===== src/rtl/instr_memory.sv =====
// Loadable instruction store: a program is streamed in during LOAD, then read
// back with one-cycle latency in RUN. Invalid reads return HALT_CMD with zero data.
//
// state   | meaning
// --------+--------------------------------------------------------------
// ST_RUN  | program readable below size; load inputs other than start ignored
// ST_LOAD | words accepted at the write pointer; every read returns HALT_CMD
module instr_memory #(
  parameter int                   CMD_WIDTH  = 4,
  parameter int                   DATA_WIDTH = 28,
  parameter int                   ADDR_WIDTH = 4,
  parameter int                   DEPTH      = 15,
  parameter logic [CMD_WIDTH-1:0] HALT_CMD   = 4'b1010
) (
  input  logic                         clockInstrMemory,
  input  logic                         resetInstrMemory,
  input  logic [ADDR_WIDTH-1:0]        addressInstrMemory,
  input  logic                         readInstrMemory,
  output logic [CMD_WIDTH-1:0]         comandInstrMemory,
  output logic signed [DATA_WIDTH-1:0] dataInstrMemory,
  output logic                         validInstrMemory,
  input  logic                         loadStartInstrMemory,
  input  logic                         loadDoneInstrMemory,
  input  logic                         loadValidInstrMemory,
  input  logic [CMD_WIDTH-1:0]         loadComandInstrMemory,
  input  logic signed [DATA_WIDTH-1:0] loadDataInstrMemory,
  output logic                         loadReadyInstrMemory,
  output logic [ADDR_WIDTH:0]          sizeInstrMemory,
  output logic                         overflowInstrMemory,
  output logic                         loadingInstrMemory
);

  typedef enum logic {ST_RUN = 1'b0, ST_LOAD = 1'b1} state_t;

  localparam logic [ADDR_WIDTH:0] DEPTH_L = DEPTH[ADDR_WIDTH:0];
  localparam logic [ADDR_WIDTH:0] ONE_L   = {{ADDR_WIDTH{1'b0}}, 1'b1};

  state_t                       r_state;
  state_t                       w_state_next;
  // The write pointer and the loaded size always move together, so one register serves both.
  logic [ADDR_WIDTH:0]          r_size;
  logic                         r_overflow;
  logic [CMD_WIDTH-1:0]         r_mem_cmd  [DEPTH];
  logic signed [DATA_WIDTH-1:0] r_mem_data [DEPTH];
  logic [CMD_WIDTH-1:0]         r_rd_cmd;
  logic signed [DATA_WIDTH-1:0] r_rd_data;
  logic                         r_rd_valid;

  logic w_load_ready;
  logic w_accept;
  logic w_read_hit;

  assign w_load_ready = (r_state == ST_LOAD) && (r_size < DEPTH_L);
  assign w_accept     = w_load_ready && loadValidInstrMemory && !loadStartInstrMemory;
  assign w_read_hit   = (r_state == ST_RUN) && ({1'b0, addressInstrMemory} < r_size);

  always_comb begin
    w_state_next = r_state;
    case (r_state)
      ST_RUN:  if (loadStartInstrMemory) w_state_next = ST_LOAD;
      ST_LOAD: if (!loadStartInstrMemory && loadDoneInstrMemory) w_state_next = ST_RUN;
      default: w_state_next = ST_RUN;
    endcase
  end

  always_ff @(posedge clockInstrMemory) begin
    if (resetInstrMemory) r_state <= ST_RUN;
    else                  r_state <= w_state_next;
  end

  // Restart outranks any word offered in the same cycle, in either state.
  always_ff @(posedge clockInstrMemory) begin
    if (resetInstrMemory || loadStartInstrMemory) begin
      r_size     <= '0;
      r_overflow <= 1'b0;
    end else if (r_state == ST_LOAD && loadValidInstrMemory) begin
      if (w_load_ready) r_size     <= r_size + ONE_L;
      else              r_overflow <= 1'b1;
    end
  end

  // Storage is deliberately unreset; visibility is gated by size instead.
  always_ff @(posedge clockInstrMemory) begin
    if (w_accept) begin
      r_mem_cmd[r_size[ADDR_WIDTH-1:0]]  <= loadComandInstrMemory;
      r_mem_data[r_size[ADDR_WIDTH-1:0]] <= loadDataInstrMemory;
    end
  end

  always_ff @(posedge clockInstrMemory) begin
    if (resetInstrMemory) begin
      r_rd_cmd   <= HALT_CMD;
      r_rd_data  <= '0;
      r_rd_valid <= 1'b0;
    end else begin
      r_rd_valid <= readInstrMemory;
      if (readInstrMemory) begin
        if (w_read_hit) begin
          r_rd_cmd  <= r_mem_cmd[addressInstrMemory];
          r_rd_data <= r_mem_data[addressInstrMemory];
        end else begin
          r_rd_cmd  <= HALT_CMD;
          r_rd_data <= '0;
        end
      end
    end
  end

  assign comandInstrMemory    = r_rd_cmd;
  assign dataInstrMemory      = r_rd_data;
  assign validInstrMemory     = r_rd_valid;
  assign loadReadyInstrMemory = w_load_ready;
  assign sizeInstrMemory      = r_size;
  assign overflowInstrMemory  = r_overflow;
  assign loadingInstrMemory   = (r_state == ST_LOAD);

endmodule


===== config.mk =====
export PLATFORM = sky130hd
export DESIGN_NAME = instr_memory
export DESIGN_NICKNAME = d
export VERILOG_FILES = /design/src/rtl/instr_memory.sv
export SDC_FILE = /design/constraint.sdc
export NUM_CORES = 1
export LEC_CHECK = 0
export ABC_AREA = 1
export CORE_ASPECT_RATIO = 0.75
export CORE_UTILIZATION = 33
export CTS_CLUSTER_DIAMETER = 60
export DETAILED_ROUTE_END_ITERATION = 10
export MAX_ROUTING_LAYER = met4
export PLACE_DENSITY = 0.44
export SLEW_MARGIN = 40
export SYNTH_ARGS = -nofsm -noshare
export SYNTH_HDL_FRONTEND = slang
export SYNTH_SLANG_ARGS = --single-unit

===== constraint.sdc =====
create_clock -name clockInstrMemory -period 8.19 [get_ports clockInstrMemory]
set_input_delay 2.0475 -clock clockInstrMemory [delete_from_list [all_inputs] [get_ports clockInstrMemory]]
set_output_delay 2.0475 -clock clockInstrMemory [all_outputs]
set_load 0.01 [all_outputs]

==> out/results.txt <==
The flow ran to the end, and the final reports show no timing, DRC or antenna violations. The switching portion of total power is 0.223, and the final-report setup violation count is 0. The total negative setup slack is 0 ns, and the fraction of the mapped netlist area in simple logic gates is 0.221.

The post-layout instance count excluding filler cells was 2799. The via count of the first global-routing pass is 13200, and the maximum fanout along the worst path is 98. After clock tree synthesis, the flow added hold-fix buffers numbering 0.

The compound-gate portion of the synthesized area came out at 0.0163. After floorplanning, the core was divided into 79 placement rows. The transition time of the tightest slew-check pin is 0.798 ns, and the count of fill cells added during filler insertion is 6028.

For the initial core utilization, the log shows 0.336. The type of the tightest min-delay check was reg -> reg. Detailed placement ended at an HPWL of 27900 um.

After global routing, the most crowded layer is met2. Leaving out fill and tap cells, the most frequent cell in the layout is nand2_1. Routability-driven placement finished with a final weighted congestion of 0.745. The fraction of layout instances using a drive strength above 1 is 0.0739, and the number of antenna violations at the first check in global routing is 0. Cell internal power was estimated by the tool at 0.00439 W. For this block, the routed nets add up to 58100 um of wire. The number of detailed-routing iterations run before antenna repair is 5, and the final total power is 0.00565 W. For this block, the initial DRC count from the detailed router was 799.

The synthesis-to-layout area growth came out at 16.2%. The share of the core filled with cells is 0.391. The final period utilization came out at 0.535. STA puts the critical path data required time at 8.70 ns. The number of setup buffers added after CTS is 0.

The tools report the clock skew after layout as 0.0242 ns. The repair_antennas step left the layout with diodes totalling 0. The routed via count divided by cell count was 4.76. In this run the static leakage power is 8.73 nW.

The shortest period the worst path allows was 4.38 ns; the count of endpoints failing hold in the final timing report was 0. The critical path is of the in -> reg type. The run gives 0 as the overflow left after global routing.

The H-tree was split into 2 levels. Flip-flop and latch count after synthesis: 520. The post-synthesis cell type with the largest combined area was edfxtp_1.

The multi-input combinational cells in the finished layout cover a total of 5120 sq um. The number of slew-limit violations in the final report was 0; the met1 track demand over resource in global routing was 0.258. The die covers 64600 sq um.

The post-synthesis xor/xnor area fraction was 0.000418; the worst-skew pair later-pin latency was 0.61 ns. Clock-pin slew was measured on the worst setup and hold paths at 0.06 ns. By area the synthesized netlist is led by edfxtp_1 (69%), nand2_1 (13%), nand3_1 (7.7%).

The post-cts resize count is 0, and the multiplexer share of the synthesized area is 0. Kind of end point of the critical path: a flop. The total area inside the core boundary comes to 62400 sq um. The combinational share of power came out at 0.055. The largest vdd supply drop is 0.000160 V. The longest clock path from root to sink contains 3 buffers.

The cell area that synthesis handed to floorplanning was 21000 sq um. After synthesis, the largest family of logic cells by area is simple AND/OR/NAND/NOR gates. The library cells used most frequently in the layout, excluding fill and tap cells, are nand2_1 (729), edfxtp_1 (480), nand3_1 (323).

The floorplan step set the die height to 220 um. For the wire length of the first global-routing pass, the log shows 88000 um. TritonCTS built the clock tree.

The total vias in the final route is 13300, and the highest achievable clock rate is 228 MHz. During I/O placement, the number of pins put on the boundary was 83. Setup repair after global routing left no endpoint under its margin. The run gives 1890 as the synthesized net count.

Net switching power figure: 0.00126 W. The count of buffers added on input and output ports is 82. The root buffer selected by CTS is clkbuf_16. The power per standard cell area is 232 nW/um^2, and the global-route track usage on met2 is 0.303. Data on the critical path arrives at its endpoint at 4.89 ns. The sort of element at the start of the critical path was a primary input.

The proportion of netlist area held by the largest area contributor was 0.687. The x dimension of the die works out to 293 um. The tools report the sequential cell area fraction in the yosys report as 0.725. For the normalized max-slew margin, the log shows 0.468. The post-synthesis adder-cell area fraction is 0.00418, and the global-route met3 utilization is 0.0221. Combined flip-flop and latch cell area: 15200 sq um.

The worst hold slack was 0.474 ns; the total clock buffers created by CTS was 54. The count of nets left with antenna violations once routing finished came out at 0. At the end of the flow, the number of nets in the layout was 1952. The tools report the number of distinct library cells after synthesis as 27. The sequential share of power was 0.516.

For this run, design rule violations remaining after detail routing come to 0. Share of total power in the clock network: 0.429. Dividing the detail-routed wire length by the instance count gives 20.8 um. Total clock sinks: 520. The overall track demand over capacity in global routing is 0.188. The mean post-synth cell area works out to 11.4 sq um. During synthesis, Yosys emitted a total of 0 warnings. Maximum number of pins on one net before global-route repair: 108. Synthesis produced a netlist whose cell count is 1841. Across the run, the number of max-cap violations was 0. For the total placed cells including tap cells, the log shows 2697.
-- final cells by class --
cell class | instances | share of cell area
multi-input combinational | 1171 | 0.210
inverter | 41 | 0.00693
sequential | 520 | 0.624
timing repair buffer | 115 | 0.0438
tap | 850 | 0.0436
clock buffer | 78 | 0.0625
clock inverter | 24 | 0.00868
-- cells in the mapped netlist --
cell / n
a21oi_1: 66
a31oi_1: 1
buf_1: 6
buf_12: 1
buf_2: 56
buf_4: 7
buf_6: 1
clkbuf_1: 38
clkinv_1: 2
dfxtp_1: 40
edfxtp_1: 480
ha_1: 7
inv_1: 34
inv_2: 4
inv_4: 1
nand2_1: 729
nand2_2: 1
nand2_4: 1
nand3_1: 323
nand3b_1: 1
nor2_1: 27
nor2_4: 10
nor2_8: 1
nor3_4: 1
o21ai_0: 1
or2_1: 1
xor2_1: 1
-- cell families (layout without fill, tap and decap cells) --
| family | Yosys count | after routing |
|---|---|---|
| DFF | 520 | 520 |
| adders and majority gates | 7 | 7 |
| AOI/OAI and AO/OA | 68 | 68 |
| buffers and inverters | 150 | 258 |
| and+or+nand+nor | 1095 | 1095 |
| xor gates and xnor gates | 1 | 1 |
-- power by group through the flow --
stage | sequential (W) | combinational (W) | clock (W)
4_1_cts | 0.00292 | 0.000315 | 0.00249
3_3_place_gp | 0.00297 | 0.000311 | 0
6_report | 0.00292 | 0.000309 | 0.00242
5_1_grt | 0.00291 | 0.000347 | 0.00260
3_5_place_dp | 0.00297 | 0.000314 | 0
2_1_floorplan | 0.00297 | 0.000174 | 0
-- final timing paths --
kind	startpoint	end	slack (ns)	depth (start not counted)
max reg2reg	sizeInstrMemory[1]	r_mem_data[9][16]	5.42	10
min	comandInstrMemory[3]	comandInstrMemory[3]	0.47	2
min reg2reg	comandInstrMemory[3]	comandInstrMemory[3]	0.47	2
max	addressInstrMemory[0]	dataInstrMemory[7]	3.81	11
-- per-stage QoR --
stage                     area, sq um  setup slack [ns]
after floorplan                 21000              3.69
after CTS                       24400              3.77
after detailed placement        22600              3.12
final                           24400              3.81
after global routing            24400              3.54
after global placement          22600              3.13
-- critical path: stages --
cell and delay (ns):
clkbuf_8 0.56, buf_4 0.71, buf_4 0.77, nand2_1 0.10, nand3_1 0.11, nand2_1 0.06, nand2_1 0.05, nand2_1 0.06
nand2_1 0.05, nand3_1 0.07, a21oi_1 0.16
-- metal layers --
metal | part of all wire | vias up
met2 | 0.47 | 206
li1 | - | 6461
met4 | 0.016 | 0
met3 | 0.029 | 77
met1 | 0.48 | 6591
met5 | 0 | -
-- flip-flops by register name, summed over array words and instances (netlist names) --
register	count
r_mem_cmd	60
dataInstrMemory	28
loadingInstrMemory	1
r_mem_data	420
validInstrMemory	1
comandInstrMemory	4
sizeInstrMemory	5
overflowInstrMemory	1
Power figures use the tool's default switching activity.
